[src/rtl/fifo_wr_arbiter.sv]
// fifo_wr_arbiter: round-robin arbiter feeding the single write port of the fifo.
// Multi-beat packets keep the grant until their last beat. A one-entry output
// register sits between the winning requester and the fifo write side.
module fifo_wr_arbiter #(
    parameter int N  = 4,
    parameter int W  = 32,
    parameter int SW = 2
) (
    input  logic           io_clk,
    input  logic           io_rst_n,
    input  logic [N-1:0]   io_req_valid,
    input  logic [N-1:0]   io_req_last,
    input  logic [N*W-1:0] io_req_bits,
    output logic [N-1:0]   io_req_ready,
    output logic           io_write_valid,
    output logic [W-1:0]   io_write_bits,
    output logic [SW-1:0]  io_write_src,
    input  logic           io_write_ready,
    output logic           io_busy
);

    typedef enum logic {
        IDLE   = 1'b0,
        LOCKED = 1'b1
    } state_t;

    state_t        state;
    state_t        state_nxt;
    logic [SW-1:0] rr_ptr;
    logic [SW-1:0] rr_ptr_nxt;
    logic [SW-1:0] lock_id;
    logic [SW-1:0] lock_id_nxt;

    logic          can_load;
    logic          grant_found;
    logic [SW-1:0] grant_id;
    logic [SW:0]   scan_sum;
    logic [SW-1:0] scan_id;
    logic          sel_ok;
    logic [SW-1:0] sel_id;
    logic          sel_valid;
    logic          sel_last;
    logic [W-1:0]  sel_bits;
    logic          xfer;

    // Next requester index after id, wrapping at N-1 (N need not be a power of two).
    function automatic logic [SW-1:0] wrap_inc(input logic [SW-1:0] id);
        if (id >= SW'(N - 1)) begin
            return '0;
        end
        return id + SW'(1);
    endfunction

    // Round-robin scan: first valid requester at or after rr_ptr, modulo N.
    always_comb begin
        grant_found = 1'b0;
        grant_id    = '0;
        scan_sum    = '0;
        scan_id     = '0;
        for (int k = 0; k < N; k++) begin
            scan_sum = {1'b0, rr_ptr} + (SW + 1)'(k);
            if (scan_sum >= (SW + 1)'(N)) begin
                scan_sum = scan_sum - (SW + 1)'(N);
            end
            scan_id = scan_sum[SW-1:0];
            if (!grant_found && io_req_valid[scan_id]) begin
                grant_found = 1'b1;
                grant_id    = scan_id;
            end
        end
    end

    // Pick the serviced requester (lock owner or scan winner) and drive ready;
    // ready never looks at bits or last so upstream can't form a loop through it.
    always_comb begin
        can_load     = !io_write_valid || io_write_ready;
        sel_ok       = (state == LOCKED) || grant_found;
        sel_id       = (state == LOCKED) ? lock_id : grant_id;
        sel_valid    = 1'b0;
        sel_last     = 1'b0;
        sel_bits     = '0;
        io_req_ready = '0;
        for (int i = 0; i < N; i++) begin
            if (sel_id == SW'(i)) begin
                sel_valid       = io_req_valid[i];
                sel_last        = io_req_last[i];
                sel_bits        = io_req_bits[i*W +: W];
                io_req_ready[i] = io_rst_n && sel_ok && can_load;
            end
        end
        xfer = io_rst_n && sel_ok && can_load && sel_valid;
    end

    // Next state: a last beat releases the lock and advances the pointer past
    // the sender; a non-last beat locks onto its sender.
    always_comb begin
        state_nxt   = state;
        rr_ptr_nxt  = rr_ptr;
        lock_id_nxt = lock_id;
        if (xfer) begin
            if (sel_last) begin
                state_nxt  = IDLE;
                rr_ptr_nxt = wrap_inc(sel_id);
            end else begin
                state_nxt   = LOCKED;
                lock_id_nxt = sel_id;
            end
        end
    end

    // Arbitration state register; reset abandons any lock and restarts at 0.
    always_ff @(posedge io_clk or negedge io_rst_n) begin
        if (!io_rst_n) begin
            state   <= IDLE;
            rr_ptr  <= '0;
            lock_id <= '0;
        end else begin
            state   <= state_nxt;
            rr_ptr  <= rr_ptr_nxt;
            lock_id <= lock_id_nxt;
        end
    end

    // Output register: load on accept, clear valid on a drain without a load.
    always_ff @(posedge io_clk or negedge io_rst_n) begin
        if (!io_rst_n) begin
            io_write_valid <= 1'b0;
            io_write_bits  <= '0;
            io_write_src   <= '0;
        end else if (xfer) begin
            io_write_valid <= 1'b1;
            io_write_bits  <= sel_bits;
            io_write_src   <= sel_id;
        end else if (io_write_ready) begin
            io_write_valid <= 1'b0;
        end
    end

    assign io_busy = (state == LOCKED) || io_write_valid;

endmodule
[config.mk]
export PLATFORM = sky130hd
export DESIGN_NAME = fifo_wr_arbiter
export DESIGN_NICKNAME = d
export VERILOG_FILES = /design/src/rtl/fifo_wr_arbiter.sv
export SDC_FILE = /design/constraint.sdc
export NUM_CORES = 1
export LEC_CHECK = 0
export ABC_CLOCK_PERIOD_IN_PS = 3000
export CORE_UTILIZATION = 36
export DETAILED_ROUTE_END_ITERATION = 12
export PLACE_DENSITY = 0.8
export SYNTH_ARGS = -nofsm -noshare
export SYNTH_HDL_FRONTEND = slang
export SYNTH_SLANG_ARGS = --single-unit
[constraint.sdc]
create_clock -name io_clk -period 3 [get_ports io_clk]
set_input_delay 0.3 -clock io_clk [delete_from_list [all_inputs] [get_ports io_clk]]
set_output_delay 0.3 -clock io_clk [all_outputs]
set_load 0.005 [all_outputs]
==> results.toml <==
[synthesis]
synth_area_sq_mm = 0.00270
synth.area.mux_share = 0.164
synth.area.top_cells = "dfrtp_1 37%, mux2_1 11%, a221oi_1 10%"
synth_area_leader_cell = "dfrtp_1"
yosys.area_share.simple = 0.134
synth.avg_cell_area_sq_um = 9.50
synth_nets = 427
netlist_instances = 284
yosys.cell_types.count = 41
synth-compound-area-share = 0.251
synth_xor_area_frac = 0
synth_fa_ha_area_frac = 0.0186
yosysWarningCount = 0
seq_area_frac_synth = 0.371
synth_top_area_frac = 0.371
synth_top_family_by_area = "compound AO/OA/AOI/OAI gates"
ys_ff_latch = 40

[detailed_routing]
dr.pass1.iters = 4
vias = 3021
routed_via_density = 5.23
first_iter_violations = 102
wirelength_microns = 9360
drc = 0
drtAntennaViolNets = 0
wl_per_cell_microns = 16.2

[global_route]
use_met3 = 0.0513
grt_busiest_layer = "met2"
grt_pass1_wl_microns = 14000
grt_usage = 0.234
grt_max_degree = 41
antenna_found_initial = 0
grt_pass1_vias = 3047
grtUsageMet1 = 0.257
grt-ovfl-total = 0
use_met2 = 0.453

[critical_path]
crit_path_max_incr_delay_ps = 530
critical_path_class = "in2out"
cp.buffers_inverters = 5
arrival_ps = 2640
endpoint_kind = "output pin"
required_ps = 2700
path_cells = "clkdlybuf4s50_1 -> a21boi_0 -> o221ai_1 -> o21ai_2 -> buf_4 -> ha_4 -> buf_4 -> inv_1 -> nor2_1 -> clkdlybuf4s50_1"
crit_path_max_fanout = 6
slowest_stage = "clkdlybuf4s50_1"
critPathTopFamily = "buffers and inverters"
start_kind = "input port"

[clock_tree]
clk_path_buf_depth = 2
clk_latency_ps = 290
cts_tree = "yes"
cts_made_buffers = 5
clkTransAtPathRegs_ps = 80
htreeDepth = 2
cts_sinks = 40
ctsHoldBuffers = 0
cts_root_buf = "clkbuf_8"

[floorplanning]
die_x_microns = 88.6
ios = 179
rows = 31
initial_core_util = 0.372
dieArea_sq_mm = 0.00784
dieHeight_microns = 88.6
core_sq_mm = 0.00725

[final_layout]
insertedDiodeCount = 0
num-nets-final = 621
final_area_sq_mm = 0.00494
seqCellArea_sq_mm = 0.00100
fillers = 589
area_delta_synth_final_pct = 83.0
drive_gt1_frac = 0.136
multi_input_area_sq_mm = 0.00159

[place]
placed_area_sq_mm = 0.00475
dpl.hpwl_microns = 7320
numPortBuffers = 178
gp_congestion = 0.849

[sta]
worst_slew_pin_slew_ps = 502
fin_tns_setup_ps = 0
hold_viol_final = 0
max-slew-margin-rel = 0.665
slew_violations = 0
grt_setup_unrepaired = "yes"
fin_skew_ps = 4.95
finalSetupViolations = 0
clock.fmax_mhz = 340
final.min_clock_period_ps = 2940
fin_crit_sh = 0.980

[run]
maxCapViolations = 0

[power_and_ir_drop]
power.density_mw_per_mm2 = 954
p_leak_nw = 2.00
ir_worst_vdd_uv = 633

[worst_hold_path]
hold_path.class = "in2async"

[status]
outcome = "completed"
-- final timing paths --
path,start,endpoint,slack [ps],cells after the start
worst max register to register,rr_ptr[1],io_write_bits[2],170,11
max in group asynchronous,io_rst_n,io_write_bits[30],2530,2
worst min register to register,io_write_bits[22],io_write_bits[22],490,1
worst max-delay path,io_req_valid[1],io_req_ready[3],60,10
min in group io_clk,io_write_bits[22],io_write_bits[22],490,1
worst min-delay path,io_rst_n,io_write_bits[20],120,2
-- routing by layer --
layer	part of all wire	vias to the layer above
met4	0.015	0
met3	0.072	14
met1	0.39	1439
met2	0.52	116
met5	0	-
li1	-	1452
-- placed cells by master, fill, tap and decap left out, types with 6 or more instances in the layout --
| cell type | n |
|---|---|
| clkdlybuf4s50_1 | 175 |
| nor2_1 | 35 |
| nand2_1 | 35 |
| a221oi_1 | 31 |
| inv_1 | 10 |
| buf_4 | 28 |
| clkbuf_8 | 6 |
| dfrtp_1 | 40 |
| mux2_2 | 8 |
| mux2_1 | 26 |
| o31ai_1 | 31 |
-- what timing repair did --
action | 4_1_cts | 5_1_grt
setup endpoints to repair | 4 | 41
pin swaps | 0 | 2
setup buffers | 0 | 4
cloned | 0 | 0
resized for setup | 4 | 11
-- cells in the mapped netlist, drive strengths merged --
cell and count:
dfrtp 40, mux2 36, nand2 35, nor2 35
a221oi 32, o31ai 32, buf 13, clkbuf 11
inv 11, ha 4, o21ai 4, mux2i 3
a211oi 2, a21boi 2, a21oi 2, and2 2
nand3b 2, nor2b 2, nor3b 2, a211o 1
a22o 1, nand2b 1, nand4b 1, nor3 1
o2111ai 1, o211ai 1, o21a 1, o221ai 1
o22ai 1, o41ai 1, or2 1, or3b 1
or4 1
-- power breakdown --
part | internal (mW) | switching (mW) | leakage [nW] | total [mW]
registers | 0.803 | 0.151 | 0.494 | 0.954
logic | 1.88 | 1.51 | 1.46 | 3.39
clock network | 0.187 | 0.180 | 0.0445 | 0.367
total | 2.87 | 1.84 | 2.00 | 4.71
-- layout make-up --
| type | instances | share of cell area |
|---|---|---|
| timing repair buffer | 211 | 0.423 |
| multi-input combinational | 209 | 0.322 |
| sequential | 40 | 0.203 |
| tap | 99 | 0.0251 |
| clock buffer | 7 | 0.0175 |
| inverter | 11 | 0.00836 |
| clock inverter | 1 | 0.00152 |
-- logic make-up after synthesis --
group                      after synthesis
AOI/OAI and AO/OA                       82
adders and majority gates                4
buffers and inverters                   35
DFF                                     40
muxes                                   39
and+or+nand+nor                         84
-- registers in the layout (all words and copies together), names as in the netlist --
register and count:
rr_ptr 2, lock_id 2, io_write_src 2, io_write_bits 32
state 1, io_write_valid 1
-- through the flow --
stage          power [mW]  hold WS (ps)  utilization  setup slack (ps)  std cells
3_3_place_gp         4.13           434        0.654              -137        566
3_5_place_dp         4.23           441        0.654              -198        566
5_1_grt              5.10           150        0.681              -107        578
2_1_floorplan        2.80          4.41            -               292        284
6_report             4.71           117        0.681              60.5        578
4_1_cts              4.65           125        0.670              10.3        574
Power figures use the tool's default switching activity.
